[src/rtl/pipe_ctrl_pkg.sv]
// Shared pipeline-control definitions.
// Stall codes are read by every inter-stage register (IF/ID, ID/EX, EX/MEM, MEM/WB).
// The package also holds the stall/flush FSM state encoding and a bundle type
// for the four per-register stall codes.
package pipe_ctrl_pkg;

  // Stall code driven to each pipeline register. 2'b11 is never produced.
  localparam logic [1:0] STALL_NEXT = 2'b00;  // load from upstream stage
  localparam logic [1:0] STALL_KEEP = 2'b01;  // hold current contents
  localparam logic [1:0] STALL_ZERO = 2'b10;  // insert a bubble

  // StDrain: a taken redirect is waiting for a stale fetch to return.
  typedef enum logic {
    StIdle  = 1'b0,
    StDrain = 1'b1
  } ctrl_state_e;

  typedef struct packed {
    logic [1:0] if_id;
    logic [1:0] id_ex;
    logic [1:0] ex_mem;
    logic [1:0] mem_wb;
  } stall_codes_t;

  function automatic stall_codes_t make_codes(input logic [1:0] if_id,
                                              input logic [1:0] id_ex,
                                              input logic [1:0] ex_mem,
                                              input logic [1:0] mem_wb);
    stall_codes_t c;
    c.if_id  = if_id;
    c.id_ex  = id_ex;
    c.ex_mem = ex_mem;
    c.mem_wb = mem_wb;
    return c;
  endfunction

endpackage

[src/rtl/sat_counter.sv]
// Saturating up-counter.
// Ports:
//   clk   - clock
//   rst   - synchronous active-high reset, clears count
//   inc   - increment request for this cycle
//   count - current value; holds at all-ones instead of wrapping
module sat_counter #(
  parameter int unsigned WIDTH = 32
) (
  input  logic             clk,
  input  logic             rst,
  input  logic             inc,
  output logic [WIDTH-1:0] count
);

  logic [WIDTH-1:0] count_q, count_d;

  always_comb begin
    count_d = count_q;
    if (inc && (count_q != {WIDTH{1'b1}})) begin
      count_d = count_q + WIDTH'(1);
    end
  end

  always_ff @(posedge clk) begin
    if (rst) begin
      count_q <= '0;
    end else begin
      count_q <= count_d;
    end
  end

  assign count = count_q;

endmodule

[src/rtl/pipe_ctrl.sv]
// Central pipeline stall/flush controller.
// Arbitrates, in fixed priority order: memory wait, multi-cycle execute,
// control-flow redirect from EX, and load-use hazards. A two-state FSM holds
// back a redirect until an outstanding (now stale) fetch has returned, so
// that the returning instruction can be discarded.
// Ports:
//   clk, rst            - clock, synchronous active-high reset
//   if_busy             - fetch outstanding, no valid instruction in IF
//   id_load_use         - ID depends on a load in EX
//   ex_busy             - multi-cycle op in EX not finished
//   ex_redirect_valid   - taken branch/jump/trap resolved in EX
//   ex_redirect_pc      - redirect target from EX
//   mem_busy            - bus transaction in MEM not finished
//   pc_stall            - PC holds its value
//   redirect_valid      - PC loads redirect_pc (overrides pc_stall)
//   redirect_pc         - PC target, zero when redirect_valid is low
//   *_stall             - stall code per pipeline register
//   stall_cnt           - saturating count of cycles with pc_stall high
module pipe_ctrl
  import pipe_ctrl_pkg::*;
#(
  parameter int unsigned ADDR_W = 64,
  parameter int unsigned CNT_W  = 32
) (
  input  logic              clk,
  input  logic              rst,
  input  logic              if_busy,
  input  logic              id_load_use,
  input  logic              ex_busy,
  input  logic              ex_redirect_valid,
  input  logic [ADDR_W-1:0] ex_redirect_pc,
  input  logic              mem_busy,
  output logic              pc_stall,
  output logic              redirect_valid,
  output logic [ADDR_W-1:0] redirect_pc,
  output logic [1:0]        if_id_stall,
  output logic [1:0]        id_ex_stall,
  output logic [1:0]        ex_mem_stall,
  output logic [1:0]        mem_wb_stall,
  output logic [CNT_W-1:0]  stall_cnt
);

  ctrl_state_e       state_q, state_d;
  logic [ADDR_W-1:0] pend_pc_q, pend_pc_d;
  stall_codes_t      codes;

  always_comb begin
    state_d        = state_q;
    pend_pc_d      = pend_pc_q;
    pc_stall       = 1'b0;
    redirect_valid = 1'b0;
    redirect_pc    = '0;
    codes          = make_codes(STALL_NEXT, STALL_NEXT, STALL_NEXT, STALL_NEXT);

    if (rst) begin
      pc_stall = 1'b1;
      codes    = make_codes(STALL_ZERO, STALL_ZERO, STALL_ZERO, STALL_ZERO);
    end else if (mem_busy) begin
      // Freeze everything upstream of MEM; WB sees a bubble.
      pc_stall = 1'b1;
      codes    = make_codes(STALL_KEEP, STALL_KEEP, STALL_KEEP, STALL_ZERO);
    end else if (ex_busy) begin
      pc_stall = 1'b1;
      codes    = make_codes(STALL_KEEP, STALL_KEEP, STALL_ZERO, STALL_NEXT);
    end else if (state_q == StIdle && ex_redirect_valid && !if_busy) begin
      redirect_valid = 1'b1;
      redirect_pc    = ex_redirect_pc;
      codes          = make_codes(STALL_ZERO, STALL_ZERO, STALL_NEXT, STALL_NEXT);
    end else if (state_q == StIdle && ex_redirect_valid && if_busy) begin
      // Fetch in flight is now stale: remember the target, wait it out.
      pc_stall  = 1'b1;
      pend_pc_d = ex_redirect_pc;
      state_d   = StDrain;
      codes     = make_codes(STALL_ZERO, STALL_ZERO, STALL_NEXT, STALL_NEXT);
    end else if (state_q == StDrain && if_busy) begin
      pc_stall = 1'b1;
      codes    = make_codes(STALL_ZERO, STALL_ZERO, STALL_NEXT, STALL_NEXT);
    end else if (state_q == StDrain) begin
      // Stale instruction arrives now and is bubbled; PC takes the saved target.
      redirect_valid = 1'b1;
      redirect_pc    = pend_pc_q;
      state_d        = StIdle;
      codes          = make_codes(STALL_ZERO, STALL_ZERO, STALL_NEXT, STALL_NEXT);
    end else if (id_load_use) begin
      pc_stall = 1'b1;
      codes    = make_codes(STALL_KEEP, STALL_ZERO, STALL_NEXT, STALL_NEXT);
    end else if (if_busy) begin
      pc_stall = 1'b1;
      codes    = make_codes(STALL_ZERO, STALL_NEXT, STALL_NEXT, STALL_NEXT);
    end
  end

  always_ff @(posedge clk) begin
    if (rst) begin
      state_q   <= StIdle;
      pend_pc_q <= '0;
    end else begin
      state_q   <= state_d;
      pend_pc_q <= pend_pc_d;
    end
  end

  assign if_id_stall  = codes.if_id;
  assign id_ex_stall  = codes.id_ex;
  assign ex_mem_stall = codes.ex_mem;
  assign mem_wb_stall = codes.mem_wb;

  // pc_stall is forced high during reset; those cycles are not counted.
  sat_counter #(
    .WIDTH(CNT_W)
  ) u_stall_cnt (
    .clk  (clk),
    .rst  (rst),
    .inc  (pc_stall & ~rst),
    .count(stall_cnt)
  );

endmodule

[config.mk]
export PLATFORM = sky130hd
export DESIGN_NAME = pipe_ctrl
export DESIGN_NICKNAME = d
export VERILOG_FILES = /design/src/rtl/pipe_ctrl_pkg.sv /design/src/rtl/sat_counter.sv /design/src/rtl/pipe_ctrl.sv
export SDC_FILE = /design/constraint.sdc
export NUM_CORES = 1
export LEC_CHECK = 0
export CORE_MARGIN = 2
export CORE_UTILIZATION = 41
export CTS_CLUSTER_SIZE = 8
export DETAILED_ROUTE_END_ITERATION = 8
export GPL_TIMING_DRIVEN = 1
export PLACE_DENSITY = 0.78
export SYNTH_ARGS = -nofsm -noshare
export SYNTH_HDL_FRONTEND = slang
export SYNTH_SLANG_ARGS = --single-unit
[constraint.sdc]
create_clock -name clk -period 2.17 [get_ports clk]
set_input_delay 0.3255 -clock clk [delete_from_list [all_inputs] [get_ports clk]]
set_output_delay 0.3255 -clock clk [all_outputs]
set_load 0.05 [all_outputs]
; Yosys cells after proc, flatten, opt, wreduce, memory -nomap -nowiden
; Index checks and enable logic that the tools add are counted.
; Widths: inputs -> output; s select.
[word_totals]
register_bits = 97
input_bits = 71
out_inout_bits = 106
elab_cells = 54
[classes]
n_addsub = 1
eq_ne = 2
n_mux = 34
bitwise_logic = 6
reduce_logical = 8
[op_table]
columns = operator, count
row1 = $mux 64, 7
row2 = $mux 8, 9
row3 = $add 32x1->32 const B, 1
row4 = $ne 32x32->1 const B, 1
row5 = $mux 1, 18
row6 = $reduce_and 4->1, 2
row7 = $logic_and 1x1->1, 5
row8 = $not 1->1, 5
row9 = $ne 2x2->1 const B, 1
row10 = $and 1x1->1, 1
row11 = $logic_not 1->1, 1

; Longest topological paths before layout
[logic_depth]
ltp_word = 11
mapped_depth = 7

; Cells and area by module
; Synthesis repeated with hierarchy kept, for this count alone.
[unflattened]
cells_unflattened = 643
area_unflattened_um2 = 5531.6
[by_module_without_submodules]
columns = module, instances, cells_each, area_per_inst_um2
row1 = pipe_ctrl, 1, 456, 3925.0
row2 = sat_counter, 1, 187, 1606.5

; Worst setup path before layout
; No wires, ideal clock.
[synth_timing]
path_kind = register -> register
start = reg u_stall_cnt.count_q[13] (netlist: u_stall_cnt.count[13])
end = reg u_stall_cnt.count_q[6] (netlist: u_stall_cnt.count[6])
setup_ns = 0.123
t_arrival_ns = 2.341
required_time_ns = 2.047
slack_ns = -0.294
path_stages_with_launch = 7
path_buffers = 1
path_cell_list = dfxtp_1 > nand4_2 > or4_4 > nor4_4 > buf_6 > nor4b_1 > mux2_1
[synth_via]
elab_chain_cells = 2
[synth_rtl]
columns = element, line
row1 = "start, declared", sat_counter.sv:16  ; logic [WIDTH-1:0] count_q, count_d;
row2 = "start signal, assigned", sat_counter.sv:29  ; count_q <= count_d;
row3 = $ne 32x32->1, sat_counter.sv:20  ; if (inc && (count_q != {WIDTH{1'b1}})) begin
row4 = $logic_and 1x1->1, sat_counter.sv:20
; No other way between the ends.
; A chain may end at the register's enable or synchronous reset.

; Final worst setup path
[layout_timing]
start = reg u_stall_cnt.count_q[7] (netlist: u_stall_cnt.count[7])
end = reg u_stall_cnt.count_q[31] (netlist: u_stall_cnt.count[31])
[layout_via]
elab_chain_cells = 2
[layout_rtl]
columns = element
row1 = branches (longest 2 deep; another with $add 32x1->32)
; Parallel ways; which one is timed is not known.

==> run metrics <==
Yosys top cell area share 0.404; number of synthesized flops with an enable pin 0; Synth cell types 46; Ports 177; RSZ-0062 raised after global routing yes; Final min period roughly 2.2 ns; vias in the first global route between 5000 and 6000; Synth Area per Inst 7.34 um^2; clk sink count 97; global placer's final weighted congestion 0.846; global-route met1 utilization 0.304; Tcrit/Tclk final 1.00; crit path to u_stall_cnt.count[31]$_SDFFE_PP0P_; dpl hpwl 10600 um; FF-to-FF setup slack 0.0004 ns; Critical Path End Type flip-flop; CTS buffer count 9; Syn-to-layout area delta 56.4%; largest net degree at the start of global routing 48; reg2reg path depth 7; filler instances ~950; vias per std cell 5.61; Yosys Warn Count 0; drt pass-1 iters 5; power density cells 538 mW/mm^2; Initial Util 0.421; max_cap viols 0; P_leak 0.00266 uW; Setup-failing EPs final 0; met3 Use GR 0.0551; Remaining Overflow, GRT 0; worst skew pair latency 0.33 ns; Max clock buf depth 2; area leader, netlist dfxtp_1; reg2reg start u_stall_cnt.count[7]$_SDFFE_PP0P_; WHS between 0.3 and 0.4 ns; required time worst endpoint 2.39 ns; Core Area 0.0114 mm^2; crit path launch type flip-flop; drt drc 0; post-route total power 4040 uW; root buffer cell clkbuf_16; Worst setup startpoint u_stall_cnt.count[7]$_SDFFE_PP0P_; Slew headroom 0.630; most frequent cells in the layout nand2_1 (141), buf_4 (104), clkdlybuf4s50_1 (99); synthesized area 0.00480 mm^2; Die ar. 0.0126 mm^2; synth top area cells dfxtp_1 (40%), nand2_1 (11%), a22oi_1 (10%); arrival time at the worst endpoint 2.39 ns; Die Y 112 um; Most Crowded Layer GR met2; grt met2 use 0.387; nets@finish 909; crit-path max FO 5; Hold Path Class input pin to flip-flop; Placement Cell Area approximately 0.007 mm^2; setup total negative slack 0 ns; syn_nets 726; Max Fclk about 0.46 GHz; Worst VDD drop 366 uV; drt wl/cell 16.1 um; fin. max-slew vios 0; commonest non-fill, non-tap cell in the layout nand2_1; clock-pin slew on the worst setup and hold paths 0.06 ns; Worst Tran Pin Value 0.553 ns; GRT Util Overall 0.233; die width 112 um; Hold Buf Count CTS 0; row count 39; Iter 0 DRT Violations 431; capture point of the worst reg-to-reg path u_stall_cnt.count[31]$_SDFFE_PP0P_; ant diodes 0; CTS tree yes; first-pass GRT wire length 24600 um; FFs w/ async S/R, synth 0; Finished Cell Area 0.00751 mm^2; ratio of cells with drive above 1 in the final layout 0.278; Final Skew about 0.0060 ns; top_reg_cell synth dfxtp_1; Setup CP Type flip-flop to flip-flop; final hold vios 0; Routed WL 15800 um; synthesized instance count 654; Final ANT Viol Nets 0; sequential share of the synthesized area 0.404; H-Tree Depth 3; run status completed; IO Port Bufs 175; post-synthesis register bit count 97; initial antenna violation count 0; vias 5523
-- how the worst min path moves through the flow --
stage / startpoint / to / slack (ns) / cells past startpoint
after floorplan: pend_pc_q[0]$_SDFFE_PP0P_ / pend_pc_q[0]$_SDFFE_PP0P_ / 0.44 / 2
after global placement: pend_pc_q[63]$_SDFFE_PP0P_ / pend_pc_q[63]$_SDFFE_PP0P_ / 0.44 / 2
after detailed placement: pend_pc_q[0]$_SDFFE_PP0P_ / pend_pc_q[0]$_SDFFE_PP0P_ / 0.45 / 2
after CTS: rst / u_stall_cnt.count[7]$_SDFFE_PP0P_ / 0.28 / 2
after global routing: rst / u_stall_cnt.count[27]$_SDFFE_PP0P_ / 0.30 / 2
final: rst / u_stall_cnt.count[7]$_SDFFE_PP0P_ / 0.30 / 2
-- cell families (layout without fill, tap and decap cells) --
| kind of cell | count (synthesis) | in the layout | synth area share |
|---|---|---|---|
| AND/OR/NAND/NOR | 299 | 300 | 0.283 |
| AO/OA/AOI/OAI | 190 | 190 | 0.244 |
| flip-flops | 97 | 97 | 0.404 |
| buffers and inverters | 60 | 247 | 0.0524 |
| multiplexers | 4 | 4 | 0.00938 |
| XOR/XNOR | 2 | 2 | 0.00365 |
| adder cells (fa/ha/maj) | 1 | 1 | 0.00261 |
| other | 1 | 1 | 0.000781 |
-- metal layers --
metal,up-vias,part of all wire
li1,2671,-
met1,2624,0.43
met2,209,0.49
met3,19,0.069
met4,0,0.015
met5,-,0
-- state kept, by name (all words and copies together), names as in the netlist --
register and flops:
pend_pc_q 64, state_q 1, u_stall_cnt.count 32
-- metrics by stage --
step | worst slack [ns] | std cells | utilization
after floorplan | -0.0636 | 654 | -
after global placement | -0.256 | 955 | 0.613
after detailed placement | -0.330 | 955 | 0.613
after CTS | 0.0267 | 972 | 0.643
after global routing | -0.0926 | 985 | 0.658
final | 0.000405 | 985 | 0.658
-- power breakdown --
part,leakage (uW),internal [uW],switching (uW)
registers,0.000799,1800,19.9
clock network,0.000152,965,662
logic,0.00171,266,331
-- final cells by class --
type | count | area, um^2 | area share
Clock buffer | 12 | 258 | 0.0343
Clock inverter | 4 | 48.8 | 0.00650
Inverter | 7 | 26.3 | 0.00350
Multi-Input combinational cell | 498 | 2820 | 0.375
Sequential cell | 97 | 2000 | 0.266
Tap cell | 143 | 179 | 0.0238
Timing Repair Buffer | 224 | 2180 | 0.291
-- synth_stat cells, types with 2 or more instances --
| cell type | n |
|---|---|
| buf_1 | 9 |
| a22oi_1 | 64 |
| o21ai_1 | 5 |
| and3_1 | 4 |
| o21ai_0 | 9 |
| or4_1 | 12 |
| and2_1 | 2 |
| nand3_1 | 16 |
| nor2_1 | 80 |
| or3_1 | 14 |
| a21oi_1 | 90 |
| o31ai_1 | 13 |
| nor3_1 | 2 |
| dfxtp_1 | 97 |
| clkbuf_1 | 40 |
| nand4_1 | 5 |
| a21o_1 | 2 |
| mux2_1 | 4 |
| nor4_1 | 5 |
| buf_6 | 3 |
| nand4_2 | 2 |
| nor2b_1 | 5 |
| inv_1 | 6 |
| and4_1 | 2 |
| nand2_1 | 142 |
-- worst max-delay path: stages, from the launching register on --
cell,delay [ns]
dfxtp_4,0.39
nand4_4,0.11
or4_4,0.57
nor4_4,0.34
buf_4,0.19
buf_12,0.11
nor4_2,0.04
mux2_1,0.31
-- timing repair --
item,CTS,global route
cloned,1,3
hold endpoints to repair,0,0
buffers inserted,0,10
resized for setup,6,8
setup endpoints to repair,65,12
pin swaps,0,4
Note: power is estimated with default switching activity, not from simulation.
